<file path="config.mk">
export PLATFORM = sky130hd
export DESIGN_NAME = traffic_light_monitor
export DESIGN_NICKNAME = d
export VERILOG_FILES = /design/src/rtl/traffic_light_pkg.sv /design/src/rtl/traffic_light_monitor_decode.sv /design/src/rtl/traffic_light_monitor.sv
export SDC_FILE = /design/constraint.sdc
export NUM_CORES = 1
export LEC_CHECK = 0
export CORE_ASPECT_RATIO = 0.6
export CORE_MARGIN = 10
export CORE_UTILIZATION = 46
export DETAILED_ROUTE_END_ITERATION = 8
export DONT_BUFFER_PORTS = 1
export GPL_ROUTABILITY_DRIVEN = 0
export HOLD_SLACK_MARGIN = 0.12
export SLEW_MARGIN = 20
export SYNTH_ARGS = -nofsm -noshare
export SYNTH_HDL_FRONTEND = slang
export SYNTH_SLANG_ARGS = --single-unit
export TNS_END_PERCENT = 10
</file>
<file path="constraint.sdc">
create_clock -name clk -period 2.9 [get_ports clk]
set_input_delay 0.29 -clock clk [delete_from_list [all_inputs] [get_ports clk]]
set_output_delay 0.29 -clock clk [all_outputs]
set_load 0.01 [all_outputs]
</file>
<file path="src/rtl/traffic_light_pkg.sv">
// Shared lamp encodings, phase codes and rotation order used by the light
// generator and the monitor.
package traffic_light_pkg;

    typedef enum logic [1:0] {
        PH_RED       = 2'd0,
        PH_RED_AMBER = 2'd1,
        PH_GREEN     = 2'd2,
        PH_AMBER     = 2'd3
    } phase_e;

    typedef enum logic {
        ST_SYNC  = 1'b0,
        ST_TRACK = 1'b1
    } trk_state_e;

    localparam logic [2:0] LIGHT_RED       = 3'b100;
    localparam logic [2:0] LIGHT_RED_AMBER = 3'b110;
    localparam logic [2:0] LIGHT_GREEN     = 3'b001;
    localparam logic [2:0] LIGHT_AMBER     = 3'b010;

    function automatic phase_e phase_succ(input phase_e p);
        phase_e s;
        case (p)
            PH_RED:       s = PH_RED_AMBER;
            PH_RED_AMBER: s = PH_GREEN;
            PH_GREEN:     s = PH_AMBER;
            default:      s = PH_RED;
        endcase
        return s;
    endfunction

endpackage

</file>
<file path="src/rtl/traffic_light_monitor_decode.sv">
// Combinational lamp-code decoder: maps the 3-bit lamp pattern to a phase
// and flags whether the pattern is one of the four legal codes.
module tl_light_decode
    import traffic_light_pkg::*;
(
    input  logic [2:0] light,
    output logic [1:0] phase,
    output logic       valid
);

    always_comb begin
        phase = PH_RED;
        valid = 1'b1;
        case (light)
            LIGHT_RED:       phase = PH_RED;
            LIGHT_RED_AMBER: phase = PH_RED_AMBER;
            LIGHT_GREEN:     phase = PH_GREEN;
            LIGHT_AMBER:     phase = PH_AMBER;
            default:         valid = 1'b0;
        endcase
    end

endmodule

</file>
<file path="src/rtl/traffic_light_monitor.sv">
// Traffic light sequence monitor: tracks the observed lamp phase, flags
// illegal codes, out-of-order transitions and dwell overruns, counts rotations.
module traffic_light_monitor
    import traffic_light_pkg::*;
#(
    parameter int MAX_DWELL = 64,
    parameter int CNT_W     = 8
) (
    input  logic             clk,
    input  logic             rst,
    input  logic [2:0]       light,
    output logic [1:0]       phase,
    output logic             code_err,
    output logic             seq_err,
    output logic             dwell_err,
    output logic             cycle_done,
    output logic [CNT_W-1:0] cycle_cnt,
    output logic             err_sticky
);

    localparam int DW = $clog2(MAX_DWELL + 2);
    localparam logic [DW-1:0] DWELL_SAT = DW'(MAX_DWELL + 1);

    logic [1:0]       dec_phase;
    logic             dec_valid;

    trk_state_e       state_q, state_d;
    logic [1:0]       phase_q, phase_d;
    logic [DW-1:0]    dwell_q, dwell_d;
    logic             code_err_q, code_err_d;
    logic             seq_err_q, seq_err_d;
    logic             dwell_err_q, dwell_err_d;
    logic             cycle_done_q, cycle_done_d;
    logic [CNT_W-1:0] cycle_cnt_q, cycle_cnt_d;
    logic             err_sticky_q, err_sticky_d;

    tl_light_decode u_decode (
        .light (light),
        .phase (dec_phase),
        .valid (dec_valid)
    );

    always_comb begin
        state_d      = state_q;
        phase_d      = phase_q;
        dwell_d      = dwell_q;
        code_err_d   = 1'b0;
        seq_err_d    = 1'b0;
        dwell_err_d  = 1'b0;
        cycle_done_d = 1'b0;
        cycle_cnt_d  = cycle_cnt_q;

        if (!dec_valid) begin
            // Illegal code: keep the last good phase and resynchronise.
            code_err_d = 1'b1;
            dwell_d    = '0;
            state_d    = ST_SYNC;
        end else if (state_q == ST_SYNC) begin
            phase_d = dec_phase;
            dwell_d = DW'(1);
            state_d = ST_TRACK;
        end else if (dec_phase == phase_q) begin
            // Saturating count; the overrun fires only on the step into saturation.
            if (dwell_q < DWELL_SAT) begin
                dwell_d     = dwell_q + DW'(1);
                dwell_err_d = (dwell_q + DW'(1)) == DWELL_SAT;
            end
        end else if (dec_phase == phase_succ(phase_e'(phase_q))) begin
            phase_d = dec_phase;
            dwell_d = DW'(1);
            if (phase_q == PH_AMBER) begin
                cycle_done_d = 1'b1;
                cycle_cnt_d  = cycle_cnt_q + CNT_W'(1);
            end
        end else begin
            seq_err_d = 1'b1;
            phase_d   = dec_phase;
            dwell_d   = DW'(1);
        end

        err_sticky_d = err_sticky_q | code_err_d | seq_err_d | dwell_err_d;
    end

    always_ff @(posedge clk) begin
        if (rst) begin
            state_q      <= ST_SYNC;
            phase_q      <= PH_RED;
            dwell_q      <= '0;
            code_err_q   <= 1'b0;
            seq_err_q    <= 1'b0;
            dwell_err_q  <= 1'b0;
            cycle_done_q <= 1'b0;
            cycle_cnt_q  <= '0;
            err_sticky_q <= 1'b0;
        end else begin
            state_q      <= state_d;
            phase_q      <= phase_d;
            dwell_q      <= dwell_d;
            code_err_q   <= code_err_d;
            seq_err_q    <= seq_err_d;
            dwell_err_q  <= dwell_err_d;
            cycle_done_q <= cycle_done_d;
            cycle_cnt_q  <= cycle_cnt_d;
            err_sticky_q <= err_sticky_d;
        end
    end

    assign phase      = phase_q;
    assign code_err   = code_err_q;
    assign seq_err    = seq_err_q;
    assign dwell_err  = dwell_err_q;
    assign cycle_done = cycle_done_q;
    assign cycle_cnt  = cycle_cnt_q;
    assign err_sticky = err_sticky_q;

endmodule

</file>
# After elaboration in Yosys (flattened, before gate mapping)
# Cells that the tools add are included.
# W data, S select, Z words.
[word_totals] register_bits=23 inputBits=5 output_inout_bits=15 word_cells=61
[op_classes] addsub=2 order_cmp=1 eq_ne=12 n_mux=22 n_bitwise=7 n_reduce_logical=7
[op_table] cell="$mux W1" count=15
[op_table] cell="$pmux W2 S3" count=2
[op_table] cell="$mux W2" count=5
[op_table] cell="$add A8 B1 Y8 const B" count=1
[op_table] cell="$reduce_or A4 Y1" count=2
[op_table] cell="$add A7 B1 Y7 const B" count=1
[op_table] cell="$eq A7 B7 Y1 const B" count=1
[op_table] cell="$lt A7 B7 Y1 const B" count=1
[op_table] cell="$eq A3 B3 Y1 const B" count=2
[op_table] cell="$reduce_and A5 Y1" count=1
[op_table] cell="$reduce_or A5 Y1" count=1
[op_table] cell="$eq A2 B2 Y1" count=2
[op_table] cell="$eq A2 B2 Y1 const B" count=2
[op_table] cell="$not A1 Y1" count=4
[op_table] cell="$eq A3 B1 Y1 const B" count=1
[op_table] cell="$eq A3 B2 Y1 const B" count=1
[op_table] cell="$ne A3 B2 Y1 const B" count=1
[op_table] cell="$or A1 B1 Y1" count=3
[op_table] cell="$eq A2 B1 Y1 const B" count=1
[op_table] cell="$logic_not A2 Y1" count=1
[op_table] cell="$ne A2 B2 Y1 const B" count=1
[op_table] cell="$reduce_and A2 Y1" count=1
[op_table] cell="$reduce_or A2 Y1" count=1

# Logic depth before layout (Yosys ltp)
# Gate-level depths: netlist of the first run.
[logic_depth] depth_word=13 ltp_mapped=7 mapped_depth_nobuf=7

# Cells and area by module
# From an unflattened synthesis of the first run, not the netlist that was laid out.
[unflattened] hier_cells=127 hier_area_um2=1133.6
[modules_own_cells] module="traffic_light_monitor" n_inst=1 cells_per_inst=122 area_each_um2=1099.8 seq_area_each_um2=460.4
[modules_own_cells] module="tl_light_decode" n_inst=1 cells_per_inst=5 area_each_um2=33.8 seq_area_each_um2=0.0

# Worst setup path after synthesis of the first run
# Ideal clock, no wire load.
[synth_path] kind="register -> register" startpoint="reg phase_q[0], in the netlist phase[0]" endpoint="reg cycle_cnt_q[6], in the netlist cycle_cnt[6]" setup_ns=0.070 t_arrival_ns=2.326 t_required_ns=2.830 slack_ns=0.503 stages_incl_launch_ff=8 path_buffers=0 period_less_slack_ns=2.397 cell_sequence="dfxtp_1 -> inv_1 -> ha_1 -> or3b_2 -> o22ai_2 -> o211ai_1 -> or4_1 -> a21oi_1"
[synth_via] elab_chain_len=7 word_cells_on_any_way=12 cone_classes="5 x eq/ne; 4 x mux; 1 x bitwise; 2 x reduce/logical"
[synth_rtl] element="start: declaration" line_no="traffic_light_monitor.sv:28" text="logic [1:0] phase_q, phase_d;"
[synth_rtl] element="start signal: assignment" line_no="traffic_light_monitor.sv:97" text="phase_q <= phase_d;"
[synth_rtl] element="$eq A2 B2 Y1 (tied with other cells)" line_no="traffic_light_pkg.sv:24" text="case (p)"
[synth_rtl] element="$pmux W2 S3" line_no="traffic_light_pkg.sv:24"
[synth_rtl] element="$mux W2" line_no="traffic_light_monitor.sv:62" text="end else if (dec_phase == phase_q) begin"
[synth_rtl] element="$mux W2" line_no="traffic_light_monitor.sv:58" text="end else if (state_q == ST_SYNC) begin"
[synth_rtl] element="$mux W2" line_no="traffic_light_monitor.sv:53" text="if (!dec_valid) begin"
[synth_rtl] element="$eq A2 B2 Y1" line_no="traffic_light_monitor.sv:68" text="end else if (dec_phase == phase_succ(phase_e'(phase_q))) begin"
[synth_rtl] element="$reduce_and A5 Y1 (no source line) *"
[synth_rtl] element="end signal: assignment" line_no="traffic_light_monitor.sv:103" text="cycle_cnt_q <= cycle_cnt_d;"
[synth_rtl] element="end: declaration" line_no="traffic_light_monitor.sv:34" text="logic [CNT_W-1:0] cycle_cnt_q, cycle_cnt_d;"
# Every way passes the cells marked *; elsewhere a longest branch is shown, timed or not. The select of a mux whose other input is x is not followed.
# A chain may end at the register's enable or synchronous reset.

# Final worst setup path of the first run
# Same ends and word-level chain as after synthesis.

==> metrics.json, run 1 <==
{
  "htree_levels": 1,
  "finClkSkew_ns": 0.00223,
  "syn-instance-count": 151,
  "synth_sequential_area_ratio": 0.345,
  "ys_seq_elements": 23,
  "vias": 1080,
  "yosysWarnings": 0,
  "worstSetupStartpointType": "flip-flop",
  "grt_pass1_wl_um": 4910,
  "placeableCoreArea_sq_mm": 0.00282,
  "ff2ff_path_depth": 7,
  "multi_input_area_sq_um": 792,
  "ctsLongestPathBuffers": 2,
  "final_hold_viol_count": 0,
  "worst-endpoint-required_ns": 3.10,
  "setup_total_negative_slack_ns": 0,
  "number_of_i_o_port_buffers": 0,
  "antenna_found_initial": 0,
  "grt_max_degree": 16,
  "avgRoutedWirePerCell_um": 16.1,
  "irDropWorstVdd_v": 0.000348,
  "fillers": 264,
  "die-area_sq_mm": 0.00553,
  "start_util": 0.474,
  "die-width_um": 89.6,
  "max_slew_margin": 0.601,
  "max_freq_ghz": 0.374,
  "critical_path_class": "flip-flop to flip-flop",
  "cp_data_arrival_time_ns": 2.87,
  "drive_gt1_frac": 0.120,
  "timing_max_transition_violations_final": 0,
  "finalSetupViolations": 0,
  "cts_tree": "yes",
  "drt-vias-per-instance": 5.87,
  "synth_flop_cell": "sky130_fd_sc_hd__dfxtp_1",
  "synthesis.area_sq_mm": 0.00134,
  "antenna_violating_nets_post_route": 0,
  "drt-total-wl_um": 2960,
  "place.detailed.hpwl_um": 2170,
  "detailedRoute.firstPassIterationCount": 4,
  "cts_made_buffers": 3,
  "synth_async_sr_flop_share": 0,
  "synth_fp_nets": 162,
  "cts_sinks": 23,
  "vias_in_the_first_global_route": 1092,
  "p_leak_nw": 0.486,
  "gr-total-overflow": 0,
  "timing.critical_path.to_type": "flip-flop",
  "nNetsFinal": 162,
  "path_clk_slew_ns": 0.08,
  "worst_slew_pin_slew_ns": 0.599,
  "cts.root.buffer_cell": "sky130_fd_sc_hd__clkbuf_8",
  "drv_cap": 0,
  "p_per_area_mw_per_mm2": 437,
  "grt_use_total": 0.112,
  "hold_start": "rst",
  "design_power_uw": 610,
  "post_synthesis_average_cell_area_sq_um": 8.84,
  "timing.reg2reg.setup_slack_ns": 0.23,
  "postCtsSetupBuffers": 0,
  "setup.worst_path.start": "phase[0]",
  "insertedDiodeCount": 0,
  "detail_route.drc_violations": 0,
  "areaGrowthSynthToFinish_pct": 4.59,
  "yosys.cell_types.count": 45,
  "period_needed_ns": 2.67,
  "grt_setup_unrepaired": "no",
  "std_cell_rows": 15,
  "die_height_um": 61.7,
  "min_path_type": "primary input to flip-flop",
  "outcome": "finished, final reports clean",
  "final.period_utilization": 0.921,
  "synth_edf_count": 0,
  "crit_fanout": 7,
  "timing.rr.start": "phase[0]",
  "clk-insertion-delay-late_ns": 0.26,
  "design.portCount": 20,
  "drtIter0Drc": 33,
  "hold-path-cell-count": 1,
  "ff_latch_area_sq_um": 460
}
power by group:
group	internal (mW)	switching, mW	total, mW
logic	0.0355	0.0475	0.0830
registers	0.324	0.00944	0.333
clock network	0.0958	0.0978	0.194
flip-flops by register name (all words and copies together) (netlist names):
name	count
state_q	1
phase	2
cycle_done	1
dwell_q	7
code_err	1
seq_err	1
dwell_err	1
err_sticky	1
cycle_cnt	8
cell usage in the layout, fill, tap and decap left out, types with 2 or more instances in the layout:
cell                       count
sky130_fd_sc_hd__a21oi_1      11
sky130_fd_sc_hd__a22oi_1       2
sky130_fd_sc_hd__a31oi_1       4
sky130_fd_sc_hd__and3_1        4
sky130_fd_sc_hd__clkbuf_8      3
sky130_fd_sc_hd__dfxtp_1      23
sky130_fd_sc_hd__ha_1          6
sky130_fd_sc_hd__inv_1        10
sky130_fd_sc_hd__mux2_2        2
sky130_fd_sc_hd__nand2_1       7
sky130_fd_sc_hd__nand2b_1      2
sky130_fd_sc_hd__nand3_1       6
sky130_fd_sc_hd__nor2_1       13
sky130_fd_sc_hd__nor2b_1       3
sky130_fd_sc_hd__nor3_1        3
sky130_fd_sc_hd__o21ai_0       3
sky130_fd_sc_hd__o31ai_1       5
sky130_fd_sc_hd__or3_1         2
sky130_fd_sc_hd__or3b_2        3
sky130_fd_sc_hd__or4_1         6
sky130_fd_sc_hd__xnor2_1       5
sky130_fd_sc_hd__xor2_1        3
path summary, 6_finish.rpt:
| kind | end |
|---|---|
| setup / recovery | cycle_cnt[6] |
| hold / removal | state_q |
| setup reg to reg | cycle_cnt[6] |
| hold reg to reg | cycle_cnt[7] |
cells by family after synthesis:
family                     Yosys count  share of synthesized area
xor gates and xnor gates             8                     0.0525
muxes                                3                     0.0244
AOI/OAI and AO/OA                   39                      0.222
DFF                                 23                      0.345
adders and majority gates            6                     0.0562
buffers and inverters               17                     0.0619
and+or+nand+nor                     55                      0.238
metrics by stage:
stage / utilization / setup WS, ns / cells / hold WS [ns] / instance area [sq um]
floorplan: - / 0.503 / 151 / 0.496 / 1340
global placement: 0.476 / 0.378 / 179 / 0.362 / 1340
detailed placement: 0.476 / 0.261 / 179 / 0.364 / 1340
CTS: 0.496 / 0.240 / 184 / 0.122 / 1400
global route: 0.496 / 0.0884 / 184 / 0.123 / 1400
finish: 0.496 / 0.229 / 184 / 0.130 / 1400
Yosys cell counts (4+ instances only):
cell | n | area share
sky130_fd_sc_hd__dfxtp_1 | 23 | 0.34
sky130_fd_sc_hd__inv_1 | 10 | 0.028
sky130_fd_sc_hd__nand2_1 | 7 | 0.020
sky130_fd_sc_hd__o31ai_1 | 5 | 0.028
sky130_fd_sc_hd__a31oi_1 | 4 | 0.019
sky130_fd_sc_hd__a21oi_1 | 11 | 0.041
sky130_fd_sc_hd__clkbuf_1 | 4 | 0.011
sky130_fd_sc_hd__and3_1 | 4 | 0.019
sky130_fd_sc_hd__nor2_1 | 13 | 0.037
sky130_fd_sc_hd__xnor2_1 | 5 | 0.033
sky130_fd_sc_hd__ha_1 | 6 | 0.056
sky130_fd_sc_hd__or4_1 | 6 | 0.034
sky130_fd_sc_hd__nand3_1 | 6 | 0.022
final cells by class:
class / instances / area share
Clock buffer: 3 / 0.0296
Timing Repair Buffer: 2 / 0.0125
Sequential cell: 23 / 0.330
Tap cell: 34 / 0.0305
Multi-Input combinational cell: 111 / 0.567
Clock inverter: 1 / 0.00358
Inverter: 10 / 0.0269
metal layers:
| metal | wire [um] | global-route usage |
|---|---|---|
| met3 | 240 | 0.0586 |
| met4 | 8 | 0.0203 |
| met1 | 1420 | 0.134 |
| met2 | 1290 | 0.179 |
| met5 | 0 | 0 |
timing repair:
action	CTS	global route
hold endpoints to repair	10	0
hold buffers	1	0
resized for setup	0	0
worst max-delay path, stage by stage (launching register included):
cell                       delay (ns)
sky130_fd_sc_hd__dfxtp_1         0.49
sky130_fd_sc_hd__inv_1           0.16
sky130_fd_sc_hd__ha_1            0.42
sky130_fd_sc_hd__or3b_2          0.48
sky130_fd_sc_hd__o22ai_2         0.21
sky130_fd_sc_hd__o211ai_1        0.19
sky130_fd_sc_hd__or4_1           0.50
sky130_fd_sc_hd__a21oi_1         0.14
Power figures use the tool's default switching activity.
==> run 2: changes to the inputs <==
- clock period: 2.9 -> 3.46 ns (I/O delays scaled with it)
==> run 2 against run 1 <==
- via count rose by 1.8%
- first-iteration DRC count rose by 45%
- flip-flop and latch count did not move
- total power fell by 17%
- final area fell by 1.3%
- critical path type unchanged
- largest power group unchanged
==> metrics.json, run 2 (same netlist as run 1, synthesis figures left out) <==
{
  "ctsLongestPathBuffers": {"value": 2, "change": "unchanged"},
  "cell_int_power": {"value": 381, "unit": "uW", "change": "-16%"},
  "min_path_type": "primary input to flip-flop",
  "vias": {"value": 1099, "change": "+1.8%"},
  "grt_max_degree": {"value": 19, "change": "+3"},
  "crit_fanout": {"value": 10, "change": "+3"},
  "grt_setup_unrepaired": "no",
  "antenna_violating_nets_post_route": {"value": 0, "change": "unchanged"},
  "avgRoutedWirePerCell": {"value": 15.9, "unit": "um", "change": "-1.4%"},
  "cell_count_after_placement": {"value": 178, "change": "-0.56%"},
  "critical_path_class": "flip-flop to flip-flop",
  "hold-path-cell-count": {"value": 1, "change": "unchanged"},
  "timing_max_transition_violations_final": {"value": 0, "change": "unchanged"},
  "cp_data_arrival_time": {"value": 2.88, "unit": "ns", "change": "about the same"},
  "share_seq_of_total_power": {"value": 0.557, "change": "+0.011"},
  "final.period_utilization": {"value": 0.778, "change": "-0.143"},
  "multi_input_area": {"value": 792, "unit": "sq um", "change": "unchanged"},
  "cp_cell_sequence": "inv_1, ha_1, or3b_2, o22ai_2, o21ai_2, or4_1, a21oi_1",
  "detail_route.drc_violations": {"value": 0, "change": "unchanged"},
  "worstSetupStartpointType": "flip-flop",
  "postLayoutSetupSlackWorst": {"value": 0.767, "unit": "ns", "change": "+0.538 ns"},
  "p_per_area": {"value": 368, "unit": "mW/mm^2", "change": "-16%"},
  "irDropWorstVdd": {"value": 0.000202, "unit": "V", "change": "-42%"},
  "worst_slew_pin_slew": {"value": 0.608, "unit": "ns", "change": "+0.00867 ns"},
  "cts_made_buffers": {"value": 3, "change": "unchanged"},
  "antenna_found_initial": {"value": 0, "change": "unchanged"},
  "cp_num_buf_inv": {"value": 1, "change": "unchanged"},
  "cts.root.buffer_cell": "sky130_fd_sc_hd__clkbuf_8",
  "final_hold_viol_count": {"value": 0, "change": "unchanged"},
  "drive_gt1_frac": {"value": 0.108, "change": "-0.0119"},
  "grt_use_total": {"value": 0.110, "change": "-0.00175"},
  "gr-total-overflow": {"value": 0, "change": "unchanged"},
  "drv_cap": {"value": 0, "change": "unchanged"},
  "path_clk_slew": {"value": 0.08, "unit": "ns", "change": "about the same"},
  "largest_register_ffs": {"value": 8, "change": "unchanged"},
  "outcome": "finished, final reports clean",
  "postCtsSetupBuffers": {"value": 0, "change": "unchanged"},
  "drtIter0Drc": {"value": 48, "change": "+45%"},
  "fin_hold_ws": {"value": 0.146, "unit": "ns", "change": "+0.0163 ns"},
  "die-width": {"value": 89.6, "unit": "um", "change": "unchanged"},
  "max_slew_margin": {"value": 0.595, "change": "-0.00578"},
  "areaGrowthSynthToFinish_pct": 3.19,
  "place_worst_setup_slack": {"value": 0.820, "unit": "ns", "change": "+0.559 ns"},
  "vias_in_the_first_global_route": {"value": 1027, "change": "-6.0%"},
  "cpMaxStageDelayCell": "sky130_fd_sc_hd__dfxtp_1",
  "mostFrequentLayoutCells": "sky130_fd_sc_hd__dfxtp_1 (23), sky130_fd_sc_hd__nor2_1 (13), sky130_fd_sc_hd__a21oi_1 (11), sky130_fd_sc_hd__inv_1 (10), sky130_fd_sc_hd__nand2_1 (7)",
  "layout_commonest_cell": "sky130_fd_sc_hd__dfxtp_1",
  "detailedRoute.firstPassIterationCount": {"value": 4, "change": "unchanged"},
  "insertedDiodeCount": {"value": 0, "change": "unchanged"},
  "pwr-share-clk": {"value": 0.321, "change": "+0.003"},
  "finalSetupViolations": {"value": 0, "change": "unchanged"},
  "cts_tree": "yes",
  "setup_total_negative_slack": {"value": 0, "unit": "ns", "change": "unchanged"},
  "drt-vias-per-instance": {"value": 6.04, "change": "+2.9%"},
  "ff_latch_area": {"value": 460, "unit": "sq um", "change": "unchanged"},
  "post_layout_nonfiller_instances": {"value": 182, "change": "-1.1%"},
  "p_leak": {"value": 0.473, "unit": "nW", "change": "-2.5%"},
  "comb_power_share": {"value": 0.122, "change": "-0.014"},
  "ff2ff_path_depth": {"value": 7, "change": "unchanged"},
  "design.portCount": {"value": 20, "change": "unchanged"},
  "fillers": {"value": 276, "change": "+4.5%"},
  "htree_levels": {"value": 1, "change": "unchanged"},
  "final_core_utilization": {"value": 0.489, "change": "-0.00667"},
  "std_cell_rows": {"value": 15, "change": "unchanged"},
  "die_height": {"value": 61.7, "unit": "um", "change": "unchanged"},
  "worst-endpoint-required": {"value": 3.65, "unit": "ns", "change": "+0.55 ns"},
  "cts_sinks": {"value": 23, "change": "unchanged"},
  "critical-path-max-stage-delay": {"value": 0.52, "unit": "ns", "change": "+0.02 ns"},
  "clk-insertion-delay-late": {"value": 0.26, "unit": "ns", "change": "about the same"},
  "p_sw_frac": {"value": 0.249, "change": "-0.00456"},
  "placeableCoreArea": {"value": 0.00282, "unit": "sq mm", "change": "unchanged"},
  "number_of_i_o_port_buffers": {"value": 0, "change": "unchanged"},
  "timing.critical_path.to_type": "flip-flop",
  "cts-resized-gates": {"value": 0, "change": "unchanged"},
  "crit_cells": {"value": 7, "change": "unchanged"},
  "max_freq": {"value": 0.371, "unit": "GHz", "change": "-0.81%"},
  "place.detailed.hpwl": {"value": 2170, "unit": "um", "change": "+0.11%"},
  "period_needed": {"value": 2.69, "unit": "ns", "change": "+0.0219 ns"},
  "net-switching-power": {"value": 126, "unit": "uW", "change": "-18%"},
  "holdBufCountCts": {"value": 0, "change": "-1"},
  "worst_path_dominant_cell_family": "simple AND/OR/NAND/NOR gates",
  "drt-total-wl": {"value": 2890, "unit": "um", "change": "-2.4%"},
  "start_util": {"value": 0.474, "change": "unchanged"},
  "finClkSkew": {"value": 0.00145, "unit": "ns", "change": "-0.000782 ns"},
  "nNetsFinal": {"value": 160, "change": "-1.2%"},
  "grt_pass1_wl": {"value": 4820, "unit": "um", "change": "-1.8%"},
  "die-area": {"value": 0.00553, "unit": "sq mm", "change": "unchanged"}
}
-- run 2: layout make-up --
class | count | share of cell area
inverters | 10 | 0.0272
clock buffers | 4 | 0.0327
multi-input cells | 111 | 0.575
flip-flops and latches | 23 | 0.334
well taps | 34 | 0.0309
-- run 2: per-layer routing --
metal,GRT usage,wire length (um),part of all wire
met1,0.134,1360,0.47
met2,0.172,1240,0.43
met3,0.0560,257,0.089
met4,0.0248,28,0.0097
met5,0,0,0
-- run 2: final timing paths --
check | slack, ns | start | to
setup / recovery | 0.77 | phase[0] | cycle_cnt[3]
setup reg to reg | 0.77 | phase[0] | cycle_cnt[3]
hold reg to reg | 0.53 | cycle_cnt[7] | cycle_cnt[7]
hold / removal | 0.15 | rst | cycle_cnt[4]
-- run 2: power groups by stage --
stage                     clock network (mW)  logic, mW  registers, mW
after global placement                     0     0.0593          0.289
after global routing                   0.183     0.0690          0.284
after detailed placement                   0     0.0614          0.289
after floorplan                            0     0.0615          0.286
after CTS                              0.171     0.0616          0.283
final                                  0.163     0.0617          0.282
-- run 2: per-stage QoR --
stage / power, mW / area (sq um)
after floorplan: 0.347 / 1340
after global placement: 0.348 / 1330
after detailed placement: 0.350 / 1330
after CTS: 0.515 / 1380
after global routing: 0.536 / 1380
final: 0.507 / 1380
==> run 3: changes to the inputs <==
- clock period: 3.46 -> 2.75 ns (I/O delays scaled with it)
==> run 3 against run 2 <==
- maximum frequency increased by 6.0%
- sequential share of layout area decreased by 0.83 points
- via count decreased by 0.55%
- total power increased by 27%
- critical endpoint is now cycle_cnt[6]
- highest routed layer unchanged
==> metrics.json, run 3 (same netlist as run 1, synthesis figures left out) <==
{
  "grt_pass1_wl": {"value": 4810, "unit": "um", "change": "-0.29%"},
  "grt_max_degree": {"value": 16, "change": "-3"},
  "largest_register_ffs": {"value": 8, "change": "unchanged"},
  "cts.root.buffer_cell": "sky130_fd_sc_hd__clkbuf_8",
  "finClkSkew": {"value": 0.00603, "unit": "ns", "change": "+0.00458 ns"},
  "die_height": {"value": 61.7, "unit": "um", "change": "unchanged"},
  "max_freq": {"value": 0.394, "unit": "GHz", "change": "+6.0%"},
  "p_leak": {"value": 0.492, "unit": "nW", "change": "+4.0%"},
  "cts_sinks": {"value": 23, "change": "unchanged"},
  "gr-total-overflow": {"value": 0, "change": "unchanged"},
  "ctsLongestPathBuffers": {"value": 2, "change": "unchanged"},
  "worst_slew_pin_slew": {"value": 0.594, "unit": "ns", "change": "-0.0137 ns"},
  "htree_levels": {"value": 1, "change": "unchanged"},
  "outcome": "finished, final reports clean",
  "crit_fanout": {"value": 5, "change": "-5"},
  "antenna_found_initial": {"value": 0, "change": "unchanged"},
  "std_cell_rows": {"value": 15, "change": "unchanged"},
  "grt_util_met3": {"value": 0.0534, "change": "-0.00260"},
  "final_hold_viol_count": {"value": 0, "change": "unchanged"},
  "worst_path_dominant_cell_family": "simple AND/OR/NAND/NOR gates",
  "period_needed": {"value": 2.54, "unit": "ns", "change": "-0.153 ns"},
  "antenna_violating_nets_post_route": {"value": 0, "change": "unchanged"},
  "die-width": {"value": 89.6, "unit": "um", "change": "unchanged"},
  "finalInstanceArea": {"value": 0.00141, "unit": "sq mm", "change": "+2.5%"},
  "avgRoutedWirePerCell": {"value": 15.4, "unit": "um", "change": "-2.7%"},
  "global_route.peak_usage_layer": "met2",
  "areaGrowthSynthToFinish_pct": 5.81,
  "vias": {"value": 1093, "change": "-0.55%"},
  "postPlaceCellArea": {"value": 0.00135, "unit": "sq mm", "change": "+1.1%"},
  "cp_data_arrival_time": {"value": 2.73, "unit": "ns", "change": "-0.15 ns"},
  "cts_made_buffers": {"value": 3, "change": "unchanged"},
  "setup_total_negative_slack": {"value": 0, "unit": "ns", "change": "unchanged"},
  "drt-total-wl": {"value": 2870, "unit": "um", "change": "-0.52%"},
  "final.period_utilization": {"value": 0.924, "change": "+0.145"},
  "place.detailed.hpwl": {"value": 2110, "unit": "um", "change": "-3.1%"},
  "nNetsFinal": {"value": 164, "change": "+2.5%"},
  "p_per_area": {"value": 455, "unit": "mW/mm^2", "change": "+24%"},
  "critical_path_class": "flip-flop to flip-flop",
  "clk-insertion-delay-late": {"value": 0.26, "unit": "ns", "change": "about the same"},
  "holdBufCountCts": {"value": 2, "change": "+2"},
  "fillers": {"value": 276, "change": "unchanged"},
  "timing_max_transition_violations_final": {"value": 0, "change": "unchanged"},
  "path_clk_slew": {"value": 0.08, "unit": "ns", "change": "about the same"},
  "met1_usage": {"value": 0.139, "change": "+0.00506"},
  "mostFrequentLayoutCells": "sky130_fd_sc_hd__dfxtp_1 (23), sky130_fd_sc_hd__nor2_1 (13), sky130_fd_sc_hd__a21oi_1 (11), sky130_fd_sc_hd__inv_1 (10), sky130_fd_sc_hd__nand2_1 (7)",
  "layout_commonest_cell": "sky130_fd_sc_hd__dfxtp_1",
  "min_path_type": "primary input to flip-flop",
  "detail_route.drc_violations": {"value": 0, "change": "unchanged"},
  "die-area": {"value": 0.00553, "unit": "sq mm", "change": "unchanged"},
  "placeableCoreArea": {"value": 0.00282, "unit": "sq mm", "change": "unchanged"},
  "finalSetupViolations": {"value": 0, "change": "unchanged"},
  "start_util": {"value": 0.474, "change": "unchanged"},
  "postCtsSetupBuffers": {"value": 0, "change": "unchanged"},
  "grt_setup_unrepaired": "no",
  "vias_in_the_first_global_route": {"value": 1035, "change": "+0.78%"},
  "insertedDiodeCount": {"value": 0, "change": "unchanged"},
  "worst-endpoint-required": {"value": 2.94, "unit": "ns", "change": "-0.71 ns"},
  "irDropWorstVdd": {"value": 0.000230, "unit": "V", "change": "+14%"},
  "timing.critical_path.to_type": "flip-flop",
  "drv_cap": {"value": 0, "change": "unchanged"},
  "cts-resized-gates": {"value": 0, "change": "unchanged"},
  "cts_tree": "yes",
  "grt_use_total": {"value": 0.109, "change": "-0.00117"},
  "cp_num_buf_inv": {"value": 1, "change": "unchanged"},
  "cp_cell_sequence": "inv_1, ha_1, or3b_2, o22ai_2, o211ai_1, or4_1, a21oi_1",
  "design.portCount": {"value": 20, "change": "unchanged"},
  "number_of_i_o_port_buffers": {"value": 0, "change": "unchanged"},
  "worstSetupStartpointType": "flip-flop",
  "global_routing_usage_on_met2": {"value": 0.166, "change": "-0.00617"},
  "drive_gt1_frac": {"value": 0.118, "change": "+0.0103"},
  "max_slew_margin": {"value": 0.604, "change": "+0.00916"},
  "drt-vias-per-instance": {"value": 5.88, "change": "-2.7%"},
  "drtIter0Drc": {"value": 41, "change": "-15%"},
  "critical-path-max-stage-delay": {"value": 0.49, "unit": "ns", "change": "-0.03 ns"},
  "cpMaxStageDelayCell": "sky130_fd_sc_hd__or4_1",
  "detailedRoute.firstPassIterationCount": {"value": 4, "change": "unchanged"}
}
run 3: changes by cell type in the layout (fill, tap and decap cells not counted), sizes merged:
cell / before / now
dlygate4sd3: 0 / 2
buf: 0 / 2
run 3: worst reg2reg max path, stage by stage, from the launching register on:
cell and delay, ns:
sky130_fd_sc_hd__dfxtp_1 0.45, sky130_fd_sc_hd__inv_1 0.10, sky130_fd_sc_hd__ha_1 0.39, sky130_fd_sc_hd__or3b_2 0.48, sky130_fd_sc_hd__o22ai_2 0.21, sky130_fd_sc_hd__o211ai_1 0.20
sky130_fd_sc_hd__or4_1 0.49, sky130_fd_sc_hd__a21oi_1 0.15
run 3: area by class of cell:
class / instances / area, sq um / area share
clock buffer: 4 / 45.0 / 0.0319
inverter: 10 / 37.5 / 0.0266
multi-input combinational: 111 / 792 / 0.561
sequential: 23 / 460 / 0.326
tap: 34 / 42.5 / 0.0301
timing repair buffer: 4 / 35.0 / 0.0248
run 3: layer usage:
layer	part of all wire	up-vias	wire, um
li1	-	557	-
met1	0.50	514	1450
met2	0.41	18	1180
met3	0.079	4	228
met4	0.0038	0	11
met5	0	-	0
run 3: final timing paths:
path,start,end,cells past startpoint,slack (ns)
worst max-delay path,phase[1],cycle_cnt[6],7,0.21
worst min-delay path,rst,err_sticky,1,0.19
worst max register to register,phase[1],cycle_cnt[6],7,0.21
worst min register to register,cycle_cnt[7],cycle_cnt[7],2,0.55
run 3: where the power goes:
group / internal (mW) / switching [mW]
Combinational: 0.0394 / 0.0501
Sequential: 0.341 / 0.00993
Clock: 0.103 / 0.0985
Total: 0.484 / 0.159
run 3: stage by stage:
stage               power (mW)  worst slack (ns)  cells   util  hold WS [ns]
global route             0.683            0.0885    186  0.502         0.175
CTS                      0.652             0.223    186  0.502         0.187
floorplan                0.437             0.353    151      -         0.496
global placement         0.442             0.319    180  0.479         0.347
finish                   0.642             0.210    186  0.502         0.187
detailed placement       0.443             0.244    180  0.479         0.351
